$ cat src/rtl/vend_ctrl.sv
// Vending-machine transaction controller: edge-detects coin/selection/account levels,
// keeps credit in half-yuan units and sequences dispense and change. Optional macro: VEND_REFUND_TIMEOUT_EN.
module vend_ctrl #(
   parameter int unsigned PRICE_COLA  = 5,
   parameter int unsigned PRICE_TEA   = 3,
   parameter int unsigned PRICE_MILK  = 4,
   parameter int unsigned CREDIT_W    = 5,
   parameter int unsigned MAX_CREDIT  = 20,
   parameter int unsigned DISP_CYCLES = 4
`ifdef VEND_REFUND_TIMEOUT_EN
   ,
   parameter int unsigned TIMEOUT     = 1000
`endif
) (
   input  logic                clk,
   input  logic                rst_n,
   input  logic                coin_half,
   input  logic                coin_one,
   input  logic                sell_cola,
   input  logic                sell_tea,
   input  logic                sell_milk,
   input  logic                account,
   output logic [CREDIT_W-1:0] credit,
   output logic                dispense_cola,
   output logic                dispense_tea,
   output logic                dispense_milk,
   output logic                change_half,
   output logic                coin_reject,
   output logic                insufficient,
   output logic                busy
);

   typedef enum logic [1:0] {
      S_IDLE   = 2'd0,
      S_CREDIT = 2'd1,
      S_VEND   = 2'd2,
      S_CHANGE = 2'd3
   } state_e;

   localparam int unsigned WIDE = CREDIT_W + 1;
   localparam int unsigned DCW  = $clog2(DISP_CYCLES + 1);

   localparam logic [CREDIT_W:0] P_COLA    = WIDE'(PRICE_COLA);
   localparam logic [CREDIT_W:0] P_TEA     = WIDE'(PRICE_TEA);
   localparam logic [CREDIT_W:0] P_MILK    = WIDE'(PRICE_MILK);
   localparam logic [CREDIT_W:0] MAX_W     = WIDE'(MAX_CREDIT);
   localparam logic [DCW-1:0]    DISP_LAST = DCW'(DISP_CYCLES - 1);

`ifdef VEND_REFUND_TIMEOUT_EN
   localparam int unsigned       TOW     = $clog2(TIMEOUT + 1);
   localparam logic [TOW-1:0]    TO_LAST = TOW'(TIMEOUT - 1);
   logic [TOW-1:0]               idle_cnt_q;
`endif

   state_e              state_q;
   logic [CREDIT_W-1:0] credit_q;
   logic [DCW-1:0]      disp_cnt_q;
   logic [5:0]          in_q;
   logic                armed_q;
   logic                dispense_cola_q, dispense_tea_q, dispense_milk_q;
   logic                change_half_q, coin_reject_q, insufficient_q, busy_q;

   logic [5:0]          in_now, ev;
   logic                coin_half_ev, coin_one_ev, coin_ev;
   logic                cola_ev, tea_ev, milk_ev, sel_ev, acct_ev;
   logic [CREDIT_W:0]   coin_val_d, sum_d, price_d, diff_d;
   logic                coin_fits, afford;

   // armed_q masks the first cycle after reset so a level already high at release is not an event.
   assign in_now = {account, sell_milk, sell_tea, sell_cola, coin_one, coin_half};
   assign ev     = armed_q ? (in_now & ~in_q) : 6'b0;

   assign coin_half_ev = ev[0];
   assign coin_one_ev  = ev[1];
   assign cola_ev      = ev[2];
   assign tea_ev       = ev[3];
   assign milk_ev      = ev[4];
   assign acct_ev      = ev[5];
   assign coin_ev      = coin_half_ev | coin_one_ev;
   assign sel_ev       = cola_ev | tea_ev | milk_ev;

   always_comb begin
      coin_val_d = WIDE'({coin_one_ev, coin_half_ev});
      sum_d      = {1'b0, credit_q} + coin_val_d;
      coin_fits  = (sum_d <= MAX_W);
      if (cola_ev)     price_d = P_COLA;
      else if (tea_ev) price_d = P_TEA;
      else             price_d = P_MILK;
      // A borrow out of the extra bit means the price exceeds the credit.
      diff_d     = {1'b0, credit_q} - price_d;
      afford     = ~diff_d[CREDIT_W];
   end

   // NOTE: every register here uses <= so all branches see the pre-edge values of the state.
   always_ff @(posedge clk or negedge rst_n) begin
      if (!rst_n) begin
         state_q         <= S_IDLE;
         credit_q        <= '0;
         disp_cnt_q      <= '0;
         in_q            <= '0;
         armed_q         <= 1'b0;
         dispense_cola_q <= 1'b0;
         dispense_tea_q  <= 1'b0;
         dispense_milk_q <= 1'b0;
         change_half_q   <= 1'b0;
         coin_reject_q   <= 1'b0;
         insufficient_q  <= 1'b0;
         busy_q          <= 1'b0;
`ifdef VEND_REFUND_TIMEOUT_EN
         idle_cnt_q      <= '0;
`endif
      end else begin
         in_q           <= in_now;
         armed_q        <= 1'b1;
         change_half_q  <= 1'b0;
         coin_reject_q  <= 1'b0;
         insufficient_q <= 1'b0;

         case (state_q)
            S_IDLE: begin
               if (coin_ev) begin
                  if (coin_fits) begin
                     credit_q <= sum_d[CREDIT_W-1:0];
                     state_q  <= S_CREDIT;
                  end else begin
                     coin_reject_q <= 1'b1;
                  end
               end
            end

            S_CREDIT: begin
               if (acct_ev) begin
                  coin_reject_q <= coin_ev;
                  state_q       <= S_CHANGE;
                  busy_q        <= 1'b1;
               end else if (sel_ev) begin
                  coin_reject_q <= coin_ev;
                  if (afford) begin
                     credit_q        <= diff_d[CREDIT_W-1:0];
                     state_q         <= S_VEND;
                     busy_q          <= 1'b1;
                     disp_cnt_q      <= '0;
                     dispense_cola_q <= cola_ev;
                     dispense_tea_q  <= ~cola_ev & tea_ev;
                     dispense_milk_q <= ~cola_ev & ~tea_ev;
                  end else begin
                     insufficient_q <= 1'b1;
                  end
               end else if (coin_ev) begin
                  if (coin_fits) credit_q      <= sum_d[CREDIT_W-1:0];
                  else           coin_reject_q <= 1'b1;
               end
`ifdef VEND_REFUND_TIMEOUT_EN
               if (acct_ev || sel_ev || coin_ev) begin
                  idle_cnt_q <= '0;
               end else if (idle_cnt_q == TO_LAST) begin
                  idle_cnt_q <= '0;
                  state_q    <= S_CHANGE;
                  busy_q     <= 1'b1;
               end else begin
                  idle_cnt_q <= idle_cnt_q + TOW'(1);
               end
`endif
            end

            S_VEND: begin
               coin_reject_q <= coin_ev;
               if (disp_cnt_q == DISP_LAST) begin
                  dispense_cola_q <= 1'b0;
                  dispense_tea_q  <= 1'b0;
                  dispense_milk_q <= 1'b0;
                  busy_q          <= 1'b0;
                  state_q         <= (credit_q != '0) ? S_CREDIT : S_IDLE;
               end else begin
                  disp_cnt_q <= disp_cnt_q + DCW'(1);
               end
            end

            S_CHANGE: begin
               coin_reject_q <= coin_ev;
               // Pulse only when the previous cycle was quiet, giving the 1,0,1,0 cadence.
               if (!change_half_q) begin
                  if (credit_q == '0) begin
                     state_q <= S_IDLE;
                     busy_q  <= 1'b0;
                  end else begin
                     change_half_q <= 1'b1;
                     credit_q      <= credit_q - CREDIT_W'(1);
                     if (credit_q == CREDIT_W'(1)) begin
                        state_q <= S_IDLE;
                        busy_q  <= 1'b0;
                     end
                  end
               end
            end

            default: state_q <= S_IDLE;
         endcase
      end
   end

   assign credit        = credit_q;
   assign dispense_cola = dispense_cola_q;
   assign dispense_tea  = dispense_tea_q;
   assign dispense_milk = dispense_milk_q;
   assign change_half   = change_half_q;
   assign coin_reject   = coin_reject_q;
   assign insufficient  = insufficient_q;
   assign busy          = busy_q;

endmodule

$ cat config.mk
export PLATFORM = sky130hd
export DESIGN_NAME = vend_ctrl
export DESIGN_NICKNAME = d
export VERILOG_FILES = /design/src/rtl/vend_ctrl.sv
export SDC_FILE = /design/constraint.sdc
export NUM_CORES = 1
export LEC_CHECK = 0
export CORE_MARGIN = 4
export CORE_UTILIZATION = 42
export CTS_BUF_LIST = sky130_fd_sc_hd__clkbuf_8
export CTS_CLUSTER_SIZE = 25
export DETAILED_ROUTE_END_ITERATION = 7
export SYNTH_ARGS = -nofsm -noshare
export SYNTH_HDL_FRONTEND = slang
export SYNTH_SLANG_ARGS = --single-unit
export TNS_END_PERCENT = 30
$ cat constraint.sdc
create_clock -name clk -period 4 [get_ports clk]
set_clock_uncertainty 0.05 [all_clocks]
set_input_delay 0.4 -clock clk [delete_from_list [all_inputs] [get_ports clk]]
set_output_delay 0.4 -clock clk [all_outputs]
set_load 0.01 [all_outputs]
==> results.yml <==
clock_network:
  hold_buffers: 0
  clock_sinks: 24
  cts_buffers: 3
  post_cts_buffers: 0
  htree_levels: 1
  ctsResizeCount: 0
  clock_path_buffers: 2
  path_clk_slew_ps: 100
  ctsRootBufferMaster: "clkbuf_8"
  cts_tree: "yes"
  insertion_delay_ps: 270
global_route:
  grt_pass1_vias: 1403
  antenna_found_initial: 0
  grt_pass1_wl_mm: 6.810
  track_usage_pct: 16.77
  grt_overflow: 0
  grt_start_max_net_pins: 25
floorplanning:
  fp-row-count: 22
  die_w_um: 70.38
  dieArea_um2: 4953
  fp.dieH_um: 70.38
  pin_count: 20
  core_um2: 3716
  start_util_pct: 43.97
detailed_routing:
  wl_met2_mm: 1.781
  drt-met1-wl_mm: 1.886
  drc: 0
  via_per_inst: 5.747
  top_layer_used: "met4"
  met3_length_um: 131
  ant_nets: 0
  dr.pass1.iters: 4
  drt_iter0_markers: 82
  vias: 1385
  drt_wl_total_mm: 3.858
  wl_per_cell_um: 16.01
power:
  power.density_nw_per_um2: 731.4
  leakagePower_nw: 0.7883
  peakVddDrop_mv: 0.2577
setup_path:
  worst_path_max_delay_cell: "or4b_1"
  r2r_slack_ps: 1280
  crit_family: "simple AND/OR/NAND/NOR gates"
  crit_type: "in -> reg"
  worstSetupStartpointType: "primary input"
  slowest_delay_ps: 520
  cp_data_arrival_time_ps: 3040
  crit_buf_inv: 1
  critPathMaxFanout: 7
  endpoint_kind: "flip-flop"
  worstPathCellList: "clkdlybuf4s50_1, nor2b_1, and2_1, ha_1, fa_1, nor2_1, nor4_1, nor3_2, nand2_2, or4b_1, nand4_1"
  required_ps: 4170
sta:
  min_period_ps: 2879
  slew_violations: 0
  final_hold_viol_count: 0
  rsz0062_at_grt: "false"
  fmax_ghz: 0.3473
  setup_ws_ps: 1121
  setup_violations: 0
  worstMarginPinSlew_ps: 1081
  period_share_pct: 71.98
  tns_ps: 0
  maxSlewHeadroom_pct: 27.73
yosys:
  ys_ff_latch: 24
  synth.top_cell.area_share_pct: 36.75
  synth_area_um2: 1634
  synth.yosys.seq_area_share_pct: 36.75
  ys_async_sr_fraction_pct: 100.0
  syn_nets: 195
  synth_edf_count: 0
  synth.most_common_cell: "dfrtp_1"
  synth_top_area_cell: "dfrtp_1"
  ys.warnings.count: 0
  synth_ff_type: "dfrtp_1"
  synth_common_cells: "dfrtp_1 (24), nor2_1 (16), nand2_1 (14), a21oi_1 (10), ha_1 (9)"
  ys_top_cells_by_area: "dfrtp_1 (37%), ha_1 (6.9%), nor2_1 (3.7%), nand2_1 (3.2%), a21oi_1 (3.1%)"
  syn_inst: 176
  ys_types: 48
  synth.avg_cell_area_um2: 9.284
status:
  outcome: "complete, no violations"
layout:
  nFillCells: 362
  n_antenna_cell: 0
  synthToLayoutAreaGrowth_pct: 17.07
  drive_above_1_share_pct: 8.808
  final_nets: 213
min_path:
  hp-class: "reg -> reg"
placement:
  numPortBuffers: 19
  gp_congestion: 0.8628
  post-dp-hpwl_mm: 2.940
  preCtsSetupSlack_ps: 821.2
flow_run:
  drv_cap: 0
-- stage by stage --
stage	std cells	cell area (um^2)	hold slack (ps)	util, %	total power, mW
global placement	237	1842	414.5	49.56	1.156
CTS	241	1913	442.7	51.48	1.402
detailed placement	237	1842	420.9	49.56	1.178
floorplan	176	1634	54.41	-	0.9555
finish	241	1913	437.3	51.48	1.399
global route	241	1913	454.4	51.48	1.512
-- cells by family (layout without fill, tap and decap cells) --
group,after synthesis,after routing,share of synthesized area (%)
XOR/XNOR,4,4,2.144
buffers and inverters,16,33,4.900
AO/OA/AOI/OAI,49,49,21.59
AND/OR/NAND/NOR,69,69,23.66
multiplexers,2,2,1.378
other,1,1,0.2295
adder cells (fa/ha/maj),11,11,9.342
flip-flops,24,24,36.75
-- path summary, 6_finish.rpt --
check | from | to | cells past startpoint
max | coin_half | credit[2] | 11
min | disp_cnt_q[2] | disp_cnt_q[2] | 2
max reg2reg | armed_q | credit[2] | 9
min reg2reg | disp_cnt_q[2] | disp_cnt_q[2] | 2
max in group asynchronous | rst_n | disp_cnt_q[2] | 1
min in group asynchronous | rst_n | coin_reject | 1
-- cell usage in the layout (no fill, tap or decap), drive strengths merged, types with 4 or more instances in the layout --
cell type	count
dfrtp	24
clkdlybuf4s50	19
nor2	16
nand2	15
a21oi	10
nor3	10
ha	9
inv	9
nor2b	9
o21ai	9
a31oi	6
o31ai	5
a21o	4
nand3	4
-- sequential cells by signal, summed over array words and instances (netlist names) --
signal / count
coin_reject: 1
dispense_milk: 1
state_q: 2
armed_q: 1
busy: 1
change_half: 1
disp_cnt_q: 3
insufficient: 1
in_q: 6
credit: 5
dispense_tea: 1
dispense_cola: 1
-- worst min-delay path: cells and delay by family (launching register included) --
kind	cells	cell delay, ps
flops	1	360
simple gates	1	50
compound gates	1	50
-- layout make-up --
type                            instances  area (um^2)  share of cell area [%]
Clock buffer                            3        41.29                   2.158
Clock inverter                          1        30.03                   1.570
Inverter                               10        37.54                   1.962
Multi-Input combinational cell        136        953.4                   49.84
Sequential cell                        24        600.6                   31.39
Tap cell                               48        60.06                   3.139
Timing Repair Buffer                   19        190.2                   9.941
-- where the power goes --
| part | switching, mW | total, mW | internal (mW) | leakage (nW) |
|---|---|---|---|---|
| logic | 0.389 | 0.724 | 0.336 | 0.460 |
| clock network | 0.0875 | 0.221 | 0.134 | 0.0357 |
| registers | 0.133 | 0.454 | 0.320 | 0.293 |
| total | 0.610 | 1.40 | 0.790 | 0.788 |
-- per-layer routing --
layer | vias to the layer above | track usage, %
li1 | 671 | -
met1 | 675 | 23.19
met2 | 30 | 26.92
met3 | 9 | 3.165
met4 | 0 | 4.043
met5 | - | 0
Power figures use the tool's default switching activity.
